**config.mk**
```make
export PLATFORM = sky130hd
export DESIGN_NAME = mux_scan_ctrl_flat
export DESIGN_NICKNAME = d
export VERILOG_FILES = /design/src/rtl/mux_scan_ctrl_if.sv /design/src/rtl/mux_scan_ctrl.sv /design/src/flat_wrapper.sv
export SDC_FILE = /design/constraint.sdc
export NUM_CORES = 1
export LEC_CHECK = 0
export BUFFER_PORTS_ARGS = -buffer_cell sky130_fd_sc_hd__buf_2
export CORE_UTILIZATION = 41
export DETAILED_ROUTE_END_ITERATION = 10
export PLACE_DENSITY = 0.6
export SYNTH_ARGS = -nofsm -noshare
export SYNTH_HDL_FRONTEND = slang
export SYNTH_SLANG_ARGS = --single-unit
export TNS_END_PERCENT = 20
```
**constraint.sdc**
```tcl
create_clock -name clk -period 3.4 [get_ports clk]
set_clock_uncertainty 0.1 [all_clocks]
set_input_delay 0.51 -clock clk [delete_from_list [all_inputs] [get_ports clk]]
set_output_delay 0.51 -clock clk [all_outputs]
set_load 0.005 [all_outputs]
```
**src/rtl/mux_scan_ctrl_if.sv**
```systemverilog
// Control/status bundle between the scan controller and its host.
// Host drives scan requests; controller returns the select lines and the aligned sample tags.
interface mux_scan_ctrl_if #(
  parameter int DWELL_W = 4
);
  logic               start;
  logic               stop;
  logic               mode;
  logic [3:0]         ch_mask;
  logic [DWELL_W-1:0] dwell;
  logic               s0;
  logic               s1;
  logic               busy;
  logic               sample_vld;
  logic [1:0]         sample_ch;
  logic               done;

  modport master (
    output start, stop, mode, ch_mask, dwell,
    input  s0, s1, busy, sample_vld, sample_ch, done
  );

  modport slave (
    input  start, stop, mode, ch_mask, dwell,
    output s0, s1, busy, sample_vld, sample_ch, done
  );
endinterface

```
**src/rtl/mux_scan_ctrl.sv**
```systemverilog
// Scan controller for the pipelined 4:1 mux: steps the selects over the enabled channels
// and emits a channel tag/valid delayed by the mux latency so capture needs no bookkeeping.
module mux_scan_ctrl #(
  parameter int DWELL_W = 4,
  parameter int LAT     = 3
) (
  input  logic            clk,
  input  logic            rst_n,
  mux_scan_ctrl_if.slave  bus
);

  localparam int DRN_W = $clog2(LAT + 1);

  typedef enum logic [1:0] {IDLE, SCAN, DRAIN} state_e;

  state_e               state_q, state_d;
  logic [3:0]           mask_q, mask_d;
  logic                 mode_q, mode_d;
  logic [DWELL_W-1:0]   dwell_q, dwell_d;
  logic [DWELL_W-1:0]   cnt_q, cnt_d;
  logic [1:0]           ch_q, ch_d;
  logic                 stop_q, stop_d;
  logic [DRN_W-1:0]     drn_q, drn_d;
  logic                 done_q, done_d;
  logic                 tag_vld;
  logic [DWELL_W-1:0]   dwell_last;
  logic                 last_dwell;
  logic [LAT-1:0][2:0]  dly_q;

  // Next enabled channel in ascending order with wrap; returns c itself if it is the only one.
  function automatic logic [1:0] next_ch(input logic [3:0] m, input logic [1:0] c);
    logic [1:0] r;
    logic [1:0] k;
    r = c;
    for (int i = 3; i >= 1; i--) begin
      k = c + 2'(i);
      if (m[k]) r = k;
    end
    return r;
  endfunction

  function automatic logic is_top(input logic [3:0] m, input logic [1:0] c);
    logic top;
    top = 1'b1;
    for (int i = 0; i < 4; i++) begin
      if (i > int'(c) && m[i]) top = 1'b0;
    end
    return top;
  endfunction

  assign dwell_last = (dwell_q == '0) ? '0 : dwell_q - DWELL_W'(1);
  assign last_dwell = (cnt_q == dwell_last);

  always_comb begin
    state_d = state_q;
    mask_d  = mask_q;
    mode_d  = mode_q;
    dwell_d = dwell_q;
    cnt_d   = cnt_q;
    ch_d    = ch_q;
    stop_d  = stop_q;
    drn_d   = drn_q;
    done_d  = 1'b0;
    tag_vld = 1'b0;
    case (state_q)
      IDLE: begin
        if (bus.start) begin
          if (bus.ch_mask != 4'b0000) begin
            mask_d  = bus.ch_mask;
            mode_d  = bus.mode;
            dwell_d = bus.dwell;
            ch_d    = next_ch(bus.ch_mask, 2'd3);
            cnt_d   = '0;
            stop_d  = 1'b0;
            state_d = SCAN;
          end else begin
            done_d = 1'b1;
          end
        end
      end
      SCAN: begin
        stop_d = stop_q | bus.stop;
        if (last_dwell) begin
          tag_vld = 1'b1;
          cnt_d   = '0;
          // Abort or end of a single sweep leaves the select on the channel just sampled.
          if (stop_q || bus.stop || (!mode_q && is_top(mask_q, ch_q))) begin
            drn_d   = '0;
            state_d = DRAIN;
          end else begin
            ch_d = next_ch(mask_q, ch_q);
          end
        end else begin
          cnt_d = cnt_q + DWELL_W'(1);
        end
      end
      DRAIN: begin
        if (drn_q == DRN_W'(LAT - 1)) begin
          done_d  = 1'b1;
          state_d = IDLE;
        end else begin
          drn_d = drn_q + DRN_W'(1);
        end
      end
      default: state_d = IDLE;
    endcase
  end

  always_ff @(posedge clk or negedge rst_n) begin
    if (!rst_n) begin
      state_q <= IDLE;
      mask_q  <= '0;
      mode_q  <= 1'b0;
      dwell_q <= '0;
      cnt_q   <= '0;
      ch_q    <= '0;
      stop_q  <= 1'b0;
      drn_q   <= '0;
      done_q  <= 1'b0;
      dly_q   <= '0;
    end else begin
      state_q  <= state_d;
      mask_q   <= mask_d;
      mode_q   <= mode_d;
      dwell_q  <= dwell_d;
      cnt_q    <= cnt_d;
      ch_q     <= ch_d;
      stop_q   <= stop_d;
      drn_q    <= drn_d;
      done_q   <= done_d;
      // Tag pipeline mirrors the mux latency.
      dly_q[0] <= {tag_vld, ch_q};
      for (int i = 1; i < LAT; i++) begin
        dly_q[i] <= dly_q[i-1];
      end
    end
  end

  assign bus.s0         = ch_q[1];
  assign bus.s1         = ch_q[0];
  assign bus.busy       = (state_q != IDLE);
  assign bus.done       = done_q;
  assign bus.sample_vld = dly_q[LAT-1][2];
  assign bus.sample_ch  = dly_q[LAT-1][1:0];

endmodule
```
**src/flat_wrapper.sv**
```systemverilog
// flat-port wrapper written by rule: the top's interface ports become plain ports
module mux_scan_ctrl_flat 
#(
  parameter int DWELL_W = 4,
  parameter int LAT     = 3
)
  (clk, rst_n, bus_start, bus_stop, bus_mode, bus_ch_mask, bus_dwell, bus_s0, bus_s1, bus_busy, bus_sample_vld, bus_sample_ch, bus_done);
  mux_scan_ctrl_if #(.DWELL_W(DWELL_W)) bus_i ();
  input  logic clk;
  input  logic rst_n;
  input wire logic [$bits(bus_i.start)-1:0] bus_start;
  input wire logic [$bits(bus_i.stop)-1:0] bus_stop;
  input wire logic [$bits(bus_i.mode)-1:0] bus_mode;
  input wire logic [$bits(bus_i.ch_mask)-1:0] bus_ch_mask;
  input wire logic [$bits(bus_i.dwell)-1:0] bus_dwell;
  output wire logic [$bits(bus_i.s0)-1:0] bus_s0;
  output wire logic [$bits(bus_i.s1)-1:0] bus_s1;
  output wire logic [$bits(bus_i.busy)-1:0] bus_busy;
  output wire logic [$bits(bus_i.sample_vld)-1:0] bus_sample_vld;
  output wire logic [$bits(bus_i.sample_ch)-1:0] bus_sample_ch;
  output wire logic [$bits(bus_i.done)-1:0] bus_done;
  assign bus_i.start = bus_start;
  assign bus_i.stop = bus_stop;
  assign bus_i.mode = bus_mode;
  assign bus_i.ch_mask = bus_ch_mask;
  assign bus_i.dwell = bus_dwell;
  assign bus_s0 = bus_i.s0;
  assign bus_s1 = bus_i.s1;
  assign bus_busy = bus_i.busy;
  assign bus_sample_vld = bus_i.sample_vld;
  assign bus_sample_ch = bus_i.sample_ch;
  assign bus_done = bus_i.done;
  mux_scan_ctrl #(.DWELL_W(DWELL_W), .LAT(LAT)) u_core (.clk(clk), .rst_n(rst_n), .bus(bus_i));
endmodule
```
### Yosys cells after proc, flatten, opt, wreduce, memory -nomap -nowiden

Index checks and enable logic that the tools add are counted.

| cells by class | value |
|---|---|
| $add $sub $neg | 6 |
| reductions and logical operators | 18 |
| $lt $le $gt $ge | 6 |
| multiplexer cells | 46 |
| equality and inequality tests | 12 |
| bitwise operators | 1 |

Operators with widths:

| kind | count |
|---|---|
| $mux W2 | 17 |
| $mux W1 | 16 |
| $mux W4 | 4 |
| $lt A2 B3 Y1 const B | 3 |
| $ne A2 B1 Y1 const B | 4 |
| $pmux W2 S2 | 2 |
| $pmux W4 S2 | 1 |
| $bmux W1 S2 | 3 |
| $ne A2 B2 Y1 const B | 3 |
| $pmux W2 S3 | 1 |
| $reduce_and A3 Y1 | 2 |
| $reduce_and A6 Y1 | 1 |
| $reduce_bool A2 Y1 | 3 |
| $reduce_and A5 Y1 | 1 |
| $add A2 B1 Y2 const B | 2 |
| $add A2 B2 Y2 const B | 2 |
| $add A4 B1 Y4 const B | 1 |
| $eq A2 B2 Y1 const B | 2 |
| $eq A4 B4 Y1 | 1 |
| $gt A2 B2 Y1 const A | 2 |
| $logic_and A1 B1 Y1 | 4 |
| $logic_not A4 Y1 | 1 |
| $ne A4 B1 Y1 const B | 1 |
| $pmux W1 S2 | 2 |
| 9 further kinds | 10 |

| storage, ports and cells | value |
|---|---|
| bits of input ports | 13 |
| register bits after elaboration | 30 |
| output and inout bits | 7 |

### Logic depth before layout (Yosys ltp)

| depth | value |
|---|---|
| word-level depth | 12 |
| gate-level depth with buffers | 9 |
| depth with buffers taken out | 8 |

### Worst setup path before layout

Ideal clock, no wire load.

| timing path | value |
|---|---|
| kind | reg2reg |
| from | register u_core.ch_q[0] |
| to | register u_core.ch_q[0] |
| required time | 3.177 ns |
| library setup time | 0.123 ns |
| period minus slack after synthesis | 2.397 ns |
| slack | 1.003 ns |
| buffers on the path | 1 |
| arrival time | 2.174 ns |
| cell stages (with the launch flop) | 10 |
| path through | dfrtp_1 buf_2 inv_1 ha_1 nor3b_1 o41ai_2 and3b_1 nand4_1 or4_1 o221a_2 |

| on the way | value |
|---|---|
| word-level cells in the longest chain between the ends | 11 |

RTL lines:

| element | line | source |
|---|---|---|
| start, declared | mux_scan_ctrl.sv:21 | `logic [1:0] ch_q, ch_d;` |
| start signal, assigned | mux_scan_ctrl.sv:127 | `ch_q <= ch_d;` |
| $gt A1 B2 Y1 | mux_scan_ctrl.sv:46 | `if (i > int'(c) && m[i]) top = 1'b0;` |
| $logic_and A1 B1 Y1 | mux_scan_ctrl.sv:46 |  |
| $mux W1 (3 in a row) | mux_scan_ctrl.sv:46 |  |
| $mux W1 | mux_scan_ctrl.sv:83 | `if (last_dwell) begin` |
| $mux W1 | mux_scan_ctrl.sv:65 | `case (state_q)` |
| $logic_and A1 B1 Y1 | mux_scan_ctrl.sv:87 | `if (stop_q \|\| bus.stop \|\| (!mode_q && is_top(mask_q, ch_q))) begin` |
| $logic_or A1 B1 Y1 | mux_scan_ctrl.sv:87 |  |
| $ne A2 B2 Y1 (no source line) | - |  |
| $reduce_and A6 Y1 (no source line) | - |  |

Several ways; a longest one is shown, not always the timed one. The select of a mux whose other input is x is not followed.
A chain may end at the register's enable or synchronous reset.

### Worst setup path after layout

Ends and elaborated chain as after synthesis.

==> flow_metrics.env <==
export IMPL_max_cap_violations=0
export IMPL_cts_buffer_depth=2
export IMPL_grt_pass1_wl_mm=5.533
export IMPL_dieArea_sq_um=4211
export IMPL_syn2layout_area_growth_pct=14.04
export IMPL_ctsHoldBuffers=0
export IMPL_pwr_share_comb_pct=41.7
export IMPL_synth_common_cells="30 x dfrtp_1, 29 x nand2_1, 12 x nor2_1"
export IMPL_chipWidth_um=64.89
export IMPL_final_util_pct=49.76
export IMPL_routed_wl_mm=3.244
export IMPL_num_rows=22
export IMPL_netSwitchingFraction_pct=38.92
export IMPL_ys_warnings_count=0
export IMPL_first_pass_iters=4
export IMPL_ios=20
export IMPL_fin_nets=200
export IMPL_worstSetupPathType="flip-flop to flip-flop"
export IMPL_critPathLaunchType="flip-flop"
export IMPL_synth_avg_cell_area_sq_um=10.01
export IMPL_synthArstFlopShare_pct=100.0
export IMPL_fillers=359
export IMPL_dp_hpwl_mm=2.332
export IMPL_vias_per_cell=5.264
export IMPL_cts_tree="built"
export IMPL_yosys_area_top_type="dfrtp_1"
export IMPL_cts_repair_resized=0
export IMPL_htreeDepth=2
export IMPL_fin_crit_ns=2.606
export IMPL_gp_congestion=0.8611
export IMPL_netlist_area_leader_share_pct=46.30
export IMPL_post_cts_setup_buffers=0
export IMPL_worstReg2RegEnd="u_core.ch_q[0]"
export IMPL_tightestPinTransition_ns=0.6918
export IMPL_multi_input_area_sq_um=797.0
export IMPL_post_place_ws_ns=0.8260
export IMPL_relSlewSlack_pct=53.71
export IMPL_final_setup_tns_ns=0
export IMPL_r2r_start="u_core.ch_q[0]"
export IMPL_synthFlopType="dfrtp_1"
export IMPL_fmax_ghz=0.3837
export IMPL_period_share_pct=76.65
export IMPL_synth_edff_count=0
export IMPL_grt_overflow_total=0
export IMPL_crit_required_ns=3.48
export IMPL_grt_max_degree=31
export IMPL_synth_area_sq_um=1622
export IMPL_io_buffers=19
export IMPL_core_sq_um=3716
export IMPL_yosysSeqAreaShare_pct=46.30
export IMPL_powerDensity_nw_per_um2=952.8
export IMPL_drive_above_1_share_pct=22.95
export IMPL_clkTransAtPathRegs_ns=0.06
export IMPL_clkSinkCount=30
export IMPL_hold_violations=0
export IMPL_vdd_drop_max_mv=0.3949
export IMPL_place_inst=223
export IMPL_num_vias=1216
export IMPL_die_h_um=64.89
export IMPL_antenna_found_initial=0
export IMPL_setup_viol=0
export IMPL_r2r_slack_ns=0.79
export IMPL_r2r_cells=8
export IMPL_internal_power_mw=1.076
export IMPL_ant_nets=0
export IMPL_numCtsBuffers=5
export IMPL_grt_pass1_vias=1233
export IMPL_drc=0
export IMPL_initial_core_util_pct=43.64
export IMPL_hold_ws_ns=0.1550
export IMPL_syn_nets=180
export IMPL_synthTopCellsByArea="dfrtp_1 46%, nand2_1 6.7%, ha_1 3.9%, mux4_2 2.8%, nor2_1 2.8%"
export IMPL_diodes=0
export IMPL_p_seq_share_pct=38.6
export IMPL_synth_seq_cells=30
export IMPL_cp_arrival_ns=2.68
export IMPL_regArea_sq_um=750.7
export IMPL_status="completed"
export IMPL_net_switching_power_uw=685.8
export IMPL_yosysMostFrequentCell="dfrtp_1"
export IMPL_setup_worst_path_end_class="flip-flop"
export IMPL_insertion_delay_ns=0.28
export IMPL_post_drt_wl_per_cell_um=14.04
export IMPL_root_buffer="clkbuf_8"
export IMPL_p_leak_nw=0.8944
export IMPL_path_max_fanout=13
export IMPL_track_usage_pct=18.01
export IMPL_ys_types=49
export IMPL_rsz0062_at_grt="no"
export IMPL_worst_slack_ns=0.7937
export IMPL_final_cells=231
export IMPL_clkPwrFrac_pct=19.7
export IMPL_finalMaxSlewViolations=0
export IMPL_synthCells=162
export IMPL_drt_iter0_drc=63
export IMPL_hp_class="primary input to asynchronous set/reset pin"
-- worst max-delay path by stage --
stage                   start              to  cells past startpoint
2_1_floorplan  u_core.ch_q[0]  u_core.ch_q[0]                      9
3_3_place_gp   u_core.ch_q[0]  u_core.ch_q[0]                      8
3_5_place_dp   u_core.ch_q[0]  u_core.ch_q[0]                      8
4_1_cts        u_core.ch_q[0]  u_core.ch_q[0]                      8
5_1_grt        u_core.ch_q[0]  u_core.ch_q[0]                      8
6_report       u_core.ch_q[0]  u_core.ch_q[0]                      8
-- metal layers --
layer / vias up / part of all wire (%) / GRT usage [%] / wire [um]
li1: 613 / - / - / -
met1: 573 / 45 / 21.44 / 1474
met2: 24 / 48 / 29.56 / 1551
met3: 6 / 4.6 / 4.577 / 148
met4: 0 / 2.2 / 9.722 / 70
met5: - / 0 / 0 / 0
-- state kept, by name (all words and copies together) (netlist names) --
signal and cells:
u_core.ch_q 2, u_core.bus.sample_ch 2, u_core.mode_q 1, u_core.dwell_q 4, u_core.bus.sample_vld 1, u_core.state_q 2
u_core.bus.done 1, u_core.cnt_q 4, u_core.mask_q 4, u_core.dly_q 6, u_core.stop_q 1, u_core.drn_q 2
-- cell usage in the layout (no fill, tap or decap), types with 2 or more instances in the layout --
cell / n
mux4_2: 2
nor3_1: 4
nand3_1: 4
ha_1: 5
o32ai_1: 2
o22ai_1: 2
a21o_1: 4
or2_2: 2
mux2i_1: 2
nor2_1: 12
nand2_1: 29
nand2b_1: 3
and2_1: 2
nor2b_1: 3
o31ai_1: 2
nor3b_1: 2
o2bb2ai_1: 2
clkinv_2: 2
inv_1: 8
buf_2: 19
xnor2_1: 3
clkbuf_8: 5
dfrtp_1: 30
a21oi_1: 8
-- power groups by stage --
stage | Sequential [mW] | Clock (mW) | Combinational, mW
5_1_grt | 0.705 | 0.372 | 0.826
3_3_place_gp | 0.673 | 0 | 0.721
6_report | 0.680 | 0.348 | 0.734
4_1_cts | 0.679 | 0.357 | 0.740
2_1_floorplan | 0.608 | 0 | 0.649
3_5_place_dp | 0.682 | 0 | 0.734
-- cell type report --
cell class / instances / area share (%)
multi-input cells: 117 / 43.10
well taps: 48 / 3.248
clock inverters: 3 / 2.165
inverters: 8 / 1.624
repair buffers: 20 / 5.548
clock buffers: 5 / 3.721
flip-flops and latches: 30 / 40.60
-- logic make-up after synthesis --
logic type / after synthesis / share of synthesized area [%]
AOI/OAI and AO/OA: 33 / 16.98
xor gates and xnor gates: 3 / 1.621
adders and majority gates: 5 / 3.858
buffers and inverters: 15 / 4.552
DFF: 30 / 46.30
muxes: 5 / 4.707
and+or+nand+nor: 71 / 21.99
-- through the flow --
| stage | power [mW] | instance area (sq um) |
|---|---|---|
| final | 1.762 | 1849 |
| after global routing | 1.903 | 1849 |
| after CTS | 1.776 | 1849 |
| after detailed placement | 1.417 | 1740 |
| after global placement | 1.394 | 1740 |
| after floorplan | 1.258 | 1622 |
-- critical path: stages, from the launching register on --
cell,delay (ns)
dfrtp_1,0.61
inv_1,0.13
ha_1,0.21
nor3b_1,0.22
o41ai_2,0.13
and3b_1,0.25
nand4_1,0.15
or4_1,0.55
o221a_2,0.13
Power figures use the tool's default switching activity.
